<file path="src/rtl/fan831_arb_pkg.sv">
// ============================================================================
//  fan831_arb_pkg : shared widths for the 8:1 round-robin fan-in arbiter
//  Revision 1.0
// ============================================================================
`ifndef FAN831_ARB_PKG_SV
`define FAN831_ARB_PKG_SV
`default_nettype none

package fan831_arb_pkg;
  localparam int REG_WIDTH = 8;
  localparam int CH_IDX_W  = 3;
  localparam int NUM_CH    = 8;
endpackage

`default_nettype wire
`endif

</file>
<file path="src/rtl/fan831_arb_rr_arb8.sv">
// ============================================================================
//  rr_arb8 : 8-way round-robin search starting just after the last grant
//  Revision 1.0
// ============================================================================
`ifndef FAN831_ARB_RR_ARB8_SV
`define FAN831_ARB_RR_ARB8_SV
`default_nettype none

module rr_arb8
  import fan831_arb_pkg::*;
(
  input  logic [NUM_CH-1:0]   req,
  input  logic [CH_IDX_W-1:0] last,
  output logic [NUM_CH-1:0]   grant,
  output logic [CH_IDX_W-1:0] grant_idx,
  output logic                any
);

  logic [CH_IDX_W-1:0] idx;

  // Offset 8 wraps to 'last' itself, so a lone requester is always re-granted.
  always_comb begin
    grant     = '0;
    grant_idx = last;
    any       = 1'b0;
    idx       = last;
    for (int k = 1; k <= NUM_CH; k++) begin
      idx = last + CH_IDX_W'(k);
      if (!any && req[idx]) begin
        grant[idx] = 1'b1;
        grant_idx  = idx;
        any        = 1'b1;
      end
    end
  end

endmodule

`default_nettype wire
`endif

</file>
<file path="src/rtl/fan831_arb.sv">
// ============================================================================
//  fan831_arb : 8-channel valid/ready round-robin merge into one output register
//  Revision 1.0
// ============================================================================
`ifndef FAN831_ARB_SV
`define FAN831_ARB_SV
`default_nettype none

module fan831_arb
  import fan831_arb_pkg::*;
#(
  parameter int SIGNAL_WIDTH = REG_WIDTH
) (
  input  logic                    clk,
  input  logic                    rst,
  input  logic [SIGNAL_WIDTH-1:0] in0,
  input  logic [SIGNAL_WIDTH-1:0] in1,
  input  logic [SIGNAL_WIDTH-1:0] in2,
  input  logic [SIGNAL_WIDTH-1:0] in3,
  input  logic [SIGNAL_WIDTH-1:0] in4,
  input  logic [SIGNAL_WIDTH-1:0] in5,
  input  logic [SIGNAL_WIDTH-1:0] in6,
  input  logic [SIGNAL_WIDTH-1:0] in7,
  input  logic [NUM_CH-1:0]       in_valid,
  output logic [NUM_CH-1:0]       in_ready,
  output logic [SIGNAL_WIDTH-1:0] out,
  output logic                    out_valid,
  input  logic                    out_ready,
  output logic [CH_IDX_W-1:0]     out_sel
);

  logic [SIGNAL_WIDTH-1:0] out_q, out_d;
  logic [CH_IDX_W-1:0]     out_sel_q, out_sel_d;
  logic                    out_valid_q, out_valid_d;
  logic [CH_IDX_W-1:0]     last_grant_q, last_grant_d;

  logic [NUM_CH-1:0]       grant;
  logic [CH_IDX_W-1:0]     grant_idx;
  logic                    grant_any;
  logic                    load_en;
  logic                    transfer;
  logic [SIGNAL_WIDTH-1:0] sel_data;

  rr_arb8 u_rr_arb8 (
    .req       (in_valid),
    .last      (last_grant_q),
    .grant     (grant),
    .grant_idx (grant_idx),
    .any       (grant_any)
  );

  assign load_en  = !out_valid_q || out_ready;
  assign transfer = load_en && grant_any && !rst;
  // rst gates the handshake so nothing is taken while the register is being cleared.
  assign in_ready = (load_en && !rst) ? grant : '0;

  always_comb begin
    sel_data = in0;
    case (grant_idx)
      3'd0:    sel_data = in0;
      3'd1:    sel_data = in1;
      3'd2:    sel_data = in2;
      3'd3:    sel_data = in3;
      3'd4:    sel_data = in4;
      3'd5:    sel_data = in5;
      3'd6:    sel_data = in6;
      3'd7:    sel_data = in7;
      default: sel_data = in0;
    endcase
  end

  always_comb begin
    out_d        = out_q;
    out_sel_d    = out_sel_q;
    out_valid_d  = out_valid_q;
    last_grant_d = last_grant_q;
    if (transfer) begin
      out_d        = sel_data;
      out_sel_d    = grant_idx;
      out_valid_d  = 1'b1;
      last_grant_d = grant_idx;
    end else if (out_ready) begin
      out_valid_d  = 1'b0;
    end
  end

  always_ff @(posedge clk or posedge rst) begin
    if (rst) begin
      out_q        <= '0;
      out_sel_q    <= '0;
      out_valid_q  <= 1'b0;
      last_grant_q <= 3'd7;
    end else begin
      out_q        <= out_d;
      out_sel_q    <= out_sel_d;
      out_valid_q  <= out_valid_d;
      last_grant_q <= last_grant_d;
    end
  end

  assign out       = out_q;
  assign out_sel   = out_sel_q;
  assign out_valid = out_valid_q;

endmodule

`default_nettype wire
`endif

</file>
<file path="config.mk">
export PLATFORM = sky130hd
export DESIGN_NAME = fan831_arb
export DESIGN_NICKNAME = d
export VERILOG_FILES = /design/src/rtl/fan831_arb_pkg.sv /design/src/rtl/fan831_arb_rr_arb8.sv /design/src/rtl/fan831_arb.sv
export SDC_FILE = /design/constraint.sdc
export NUM_CORES = 1
export LEC_CHECK = 0
export BUFFER_PORTS_ARGS = -buffer_cell sky130_fd_sc_hd__buf_4
export CAP_MARGIN = 30
export CORE_AREA = 2 2 79 81
export CTS_CLUSTER_SIZE = 10
export DETAILED_ROUTE_END_ITERATION = 8
export DIE_AREA = 0 0 81 83
export PLACE_DENSITY = 0.81
export SYNTH_ARGS = -nofsm -noshare
export SYNTH_HDL_FRONTEND = slang
export SYNTH_HIERARCHICAL = 1
export SYNTH_SLANG_ARGS = --single-unit
</file>
<file path="constraint.sdc">
create_clock -name clk -period 4.8 [get_ports clk]
set_input_delay 0.24 -clock clk [delete_from_list [all_inputs] [get_ports clk]]
set_output_delay 0.24 -clock clk [all_outputs]
set_load 0.05 [all_outputs]
</file>
# Word-level counts from Yosys, hierarchy flattened
# Cells that the tools add are included.
[word_totals] regBits=15 out_inout_bits=20
[classes] addsub=7 order_cmp=16 eq_ne=7 n_mux=60 n_bitwise=7 reduce_logical=30
[ops] operator="two-way mux 8 bit" count=9
[ops] operator="one-hot mux 8 bit (8 select lines)" count=1
[ops] operator="bitwise OR 8 bit" count=7
[ops] operator="< comparator 3 x 4 -> 1 bit, second input constant" count=8
[ops] operator="two-way mux 1 bit" count=26
[ops] operator="binary-select mux 1 bit (select 3 bit)" count=8
[ops] operator="demux 1 bit (select 3 bit)" count=8
[ops] operator="greater-or-equal comparator 3 x 1 -> 1 bit, second input constant" count=8
[ops] operator="two-way mux 3 bit" count=8
[ops] operator="logical AND 1 bit" count=18
[ops] operator="adder 3 bit, second input constant" count=4
[ops] operator="equality test 3 bit, second input constant" count=4
[ops] operator="logical NOT 1 bit" count=9
[ops] operator="adder 3 x 2 -> 3 bit, second input constant" count=2
[ops] operator="equality test 3 x 2 -> 1 bit, second input constant" count=2
[ops] operator="adder 3 x 1 -> 3 bit, second input constant" count=1
[ops] operator="equality test 3 x 1 -> 1 bit, second input constant" count=1
[ops] operator="logical NOT 3 bit" count=1
[ops] operator="nonzero test 2 bit" count=1
[ops] operator="logical OR 1 bit" count=1

# Longest topological paths before layout
[depth] depth_word=28 depth_mapped=18

# Hierarchy
# Netlist, hierarchy kept.
[modules_own_cells] module="rr_arb8" n_inst=1 cells_each=145 area_per_inst_um2=1362.6 seq_area_each_um2=0.0
[modules_own_cells] module="fan831_arb" n_inst=1 cells_each=128 area_per_inst_um2=1173.6 seq_area_each_um2=379.1

# Worst setup path after synthesis
# No wires, ideal clock.
[synth_timing] path_kind="flip-flop to flip-flop" startpoint="register last_grant_q[0]" endpoint="register out_q[4], in the netlist out[4]" arrival_ns=4.088 setup_slack_ns=0.579 stages_incl_launch_ff=18 cell_sequence="dfstp_2 buf_6 buf_12 buf_2 clkinv_1 ha_1 xnor2_2 mux4_2 nand4_4 buf_6 nor2_4 a211oi_2 xnor2_1 buf_6 mux2_4 and3_4 a2111oi_2 o31ai_1"
[synth_between] elab_chain_cells=27 elab_cells_between_ends=64 cone_classes="7 x add/sub; 7 x eq/ne; 33 x mux; 17 x reduce/logical"
[synth_lines] item="start: declaration" line_no="fan831_arb.sv:35" text="logic [CH_IDX_W-1:0] last_grant_q, last_grant_d;"
[synth_lines] item="start signal: assignment" line_no="fan831_arb.sv:97" text="last_grant_q <= last_grant_d;"
[synth_lines] item="adder 3 x 1 -> 3 bit" line_no="fan831_arb_rr_arb8.sv:28" text="idx = last + CH_IDX_W'(k);"
[synth_lines] item="binary-select mux 1 bit (select 3 bit)" line_no="fan831_arb_rr_arb8.sv:29" text="if (!any && req[idx]) begin"
[synth_lines] item="two-way mux 1 bit (implied by the code)" line_no="fan831_arb_rr_arb8.sv:29"
[synth_lines] item="two-way mux 1 bit" line_no="fan831_arb_rr_arb8.sv:29"
[synth_lines] item="logical NOT 1 bit" line_no="fan831_arb_rr_arb8.sv:29"
[synth_lines] item="logical AND 1 bit" line_no="fan831_arb_rr_arb8.sv:29"
[synth_lines] item="two-way mux 1 bit" line_no="fan831_arb_rr_arb8.sv:29"
[synth_lines] item="logical NOT 1 bit" line_no="fan831_arb_rr_arb8.sv:29"
[synth_lines] item="(+12 left out)"
[synth_lines] item="logical AND 1 bit" line_no="fan831_arb_rr_arb8.sv:29"
[synth_lines] item="two-way mux 1 bit" line_no="fan831_arb_rr_arb8.sv:29"
[synth_lines] item="logical NOT 1 bit" line_no="fan831_arb_rr_arb8.sv:29"
[synth_lines] item="logical AND 1 bit" line_no="fan831_arb_rr_arb8.sv:29"
[synth_lines] item="two-way mux 3 bit *" line_no="fan831_arb_rr_arb8.sv:29"
[synth_lines] item="named net grant_idx[0]" line_no="fan831_arb.sv:38" text="logic [CH_IDX_W-1:0] grant_idx;"
[synth_lines] item="equality test 3 bit (tied with other cells)" line_no="fan831_arb.sv:59" text="case (grant_idx)"
[synth_lines] item="one-hot mux 8 bit (8 select lines) *" line_no="fan831_arb.sv:59"
[synth_lines] item="end signal: assignment" line_no="fan831_arb.sv:94" text="out_q <= out_d;"
[synth_lines] item="end: declaration" line_no="fan831_arb.sv:32" text="logic [SIGNAL_WIDTH-1:0] out_q, out_d;"
# Mark *: on every way through the listed nets, which the timed path passes. The rest lies on a longest branch. The select of a mux whose other input is x is not followed.
# A chain may end at the register's enable or synchronous reset.

# Final worst setup path
[layout_timing] startpoint="register last_grant_q[1]" endpoint="register out_q[4], in the netlist out[4]"
# Same word-level chain as after synthesis.

==> results.txt <==
Highest clock rate: 0.235 GHz. The worst endpoint data arrival time came out at 4360 ps. The pin count of the biggest net entering global routing is 33, and the critical path data required time is 4910 ps. Counting flops with a built-in enable in the synthesized netlist gives 0.

The type of the setup path with the least slack was register to register. Routability-driven placement finished with a final weighted congestion of 0.972. In the routed layout, each cell is associated on average with a via count of 6.24. The Yosys step of the flow raised 6 warnings.

The post-synthesis cell count came out at 273. Together, buffers and inverters on the worst path number 2. The die is 81 um wide.

The detail route stage leaves a number of antenna-violating nets equal to 0. Excluding fillers, the count of instances in the completed layout stands at 436. The tree is rooted in a sky130_fd_sc_hd__clkbuf_8. After layout, the minimum clock period comes to 4250 ps. The run gives 2540 um2 as the netlist area before placement. The logs give 0 for the number of violations of the max-capacitance limit and 0 for the number of design rule violations left after detail routing. For the hold buffer count at CTS, the log shows 0.

In the synthesized netlist the dominant register cell turns out to be sky130_fd_sc_hd__dfrtp_1. The first routing iteration left 257 violations. The tools report the final count of pins violating max slew as 0. The tools report the number of failing setup endpoints in the final timing report as 0. STA classifies the critical path endpoint as a register. The number of nets handed over by synthesis was 354.

The logs give 6450 um for the half-perimeter wire length after placement and 95 for the boundary pin count. Largest stage delay on the critical path: 720 ps. The total congestion overflow came out at 0. For this run, the total global-route usage over all layers was measured as 24.2%. In the final layout, the share of cells above drive strength 1 is 41.8%. For the final count of hold timing violations, the log shows 0. The die is 83 um tall. Per-cell routed wire length: 18.5 um. The first global-routing pass estimated 13,000 um of wire. The net count of the finished layout is 443. The core utilization of the finished layout came out at 57.2%. For this run, asynchronously set or reset flops after synthesis account for 100%. The logs give 0 for the number of antenna violations at the first check in global routing and 0 for the number of instances resized during post-cts repair. The worst-path maximum fanout is 13, and the post-CTS setup buffer count is 0. The floorplan has 28 rows.

Sequential cells were found to cover 14.9% of the synthesized design area. The die covers 6720 um2. The placeable core region is 5820 um2, and the initial cell density of the core is 43.6%.

Buffers inserted during clock tree synthesis total 3. The clock tree skew after final layout came out at 1.06 ps. The min-delay analysis places its worst path in the category primary input to async pin.

Setup repair after global routing left no endpoint under its margin. The remaining max-slew budget at the tightest pin came out at 52.3%. The run finished with clean final reports.

No sink is reached through more buffers than the 2 on the longest clock path. The run gives 432 as the post-placement cell count. The number of different library cells used by synthesis comes to 57. The critical path goes through inv_1 > ha_1 > mux4_2 > mux2i_1 > nand3b_4 > nor2_4 > a211oi_2 > xnor2_1 > buf_4 > mux2_4 > and3_4 > a2111oi_2 > o31ai_1. Number of detailed-route iterations in the first pass: 5. The number of H-tree levels was 1; the total routed wirelength was 8050 um. The worst path uses 88.5% of the clock period. Count of vias placed by the detailed router: 2,721. For this design, the slowest cell found on the critical path is sky130_fd_sc_hd__dfstp_2. Each instance of the synthesized netlist takes up on average 9.29 um2. After clock tree synthesis, the clock-pin slew on the worst setup and hold paths is 60 ps. The transition time of the tightest slew-check pin came out at 711 ps.

The startpoint class of the critical path is a register. The tools report the antenna cell count as 0. In the final timing run, aggregate negative setup slack is 0 ps. The number of buffer cells added on primary ports was 94. Among cell families on the critical path, the largest total delay comes from multiplexers. In this run, synthesis produced a sequential element count of 15. TritonCTS built the clock tree. The clock insertion delay at the later pin of the skew report is 250 ps. For the via count of the first global-routing pass, the log shows 2,709.

The clock net in this run drives a total of 15 sinks. The area added between synthesis and finish was 31.2%.
## worst register-to-register path, delay by kind of cell, from the launching register on
kind / cells / cell delay, ps
XOR/XNOR: 1 / 200
AO/OA/AOI/OAI: 3 / 470
AND/OR/NAND/NOR: 3 / 520
adder cells (fa/ha/maj): 1 / 490
buffers and inverters: 2 / 430
multiplexers: 3 / 1280
flip-flops: 1 / 720
## state kept, by name, indices dropped and copies added, names as in the netlist
signal	count
out_valid	1
out	8
last_grant_q	3
out_sel	3
## synthesized netlist by cell type (all sizes together), types with 3 or more instances
master / n / area, um2
mux2: 10 / 116
a221oi: 8 / 76.3
and2: 6 / 37.5
dfrtp: 12 / 300
nand2b: 5 / 31.3
and3: 9 / 61.3
a21oi: 6 / 30.0
clkbuf: 5 / 18.8
a31oi: 9 / 56.3
a211oi: 11 / 87.6
mux2i: 32 / 340
mux4: 13 / 293
nand2: 23 / 86.3
nor3: 5 / 35.0
nand3: 8 / 40.0
nor3b: 7 / 52.6
buf: 16 / 135
nor2: 16 / 67.6
dfstp: 3 / 78.8
o21ai: 11 / 55.1
xnor2: 3 / 52.6
ha: 6 / 75.1
a222oi: 4 / 40.0
a32oi: 3 / 26.3
inv: 7 / 26.3
o22ai: 16 / 100
## path summary, 6_finish.rpt
check / to / cells past startpoint / slack, ps / start
worst max-delay path: out[4]$_DFFE_PP0P_ / 13 / 550 / last_grant_q[1]$_DFFE_PP1P_
worst min-delay path: out[5]$_DFFE_PP0P_ / 2 / 30 / rst
worst max register to register: out[4]$_DFFE_PP0P_ / 13 / 550 / last_grant_q[1]$_DFFE_PP1P_
worst min register to register: out[2]$_DFFE_PP0P_ / 2 / 500 / out[2]$_DFFE_PP0P_
max in group asynchronous: last_grant_q[0]$_DFFE_PP1P_ / 2 / 4410 / rst
min in group clk: out[3]$_DFFE_PP0P_ / 3 / 290 / in0[3]
## cell type report
cell class                      count  area (um2)
Sequential cell                    15         379
Multi-Input combinational cell    228        1980
Clock buffer                        4        45.0
Inverter                            9        33.8
Timing Repair Buffer              105         801
Fill cell                         512        2490
Tap cell                           75        93.8
## metrics by stage
step	hold slack (ps)	instance area, um2	setup WS (ps)
after floorplan	108	2540	579
after global placement	300	3280	629
after detailed placement	314	3280	512
after CTS	44.9	3330	515
after global routing	68.1	3330	213
final	28.6	3330	553
## layer usage
metal,vias up,GRT usage [%],wire length [um]
met4,0,11.2,301
met1,1266,29.2,3090
met3,30,4.13,655
li1,1261,-,-
met2,164,41.2,4000
met5,-,0,0
## logic make-up after synthesis
kind of cell / count (synthesis) / share of synthesized area (%)
and+or+nand+nor: 82 / 18.4
AOI/OAI and AO/OA: 80 / 24.0
muxes: 55 / 29.6
buffers and inverters: 30 / 7.40
DFF: 15 / 14.9
adders and majority gates: 6 / 2.96
xor gates and xnor gates: 5 / 2.76
## placed cells by master, fill, tap and decap left out, drive strengths merged, types with 3 or more instances in the layout
master    n
inv       7
a31oi     9
a211oi   11
dfrtp    12
nor3b     7
ha        6
nand2b    5
dfstp     3
a21oi     6
o21ai    11
mux4     13
nor2     16
clkbuf    4
mux2i    32
nand3     8
buf     105
and2      6
a32oi     3
mux2     10
a221oi    8
o22ai    16
nor3      5
xnor2     3
and3      9
a222oi    4
nand2    23
Power is not shown: default switching activity piles up to over one toggle a cycle in this logic, so the estimate is an artifact.
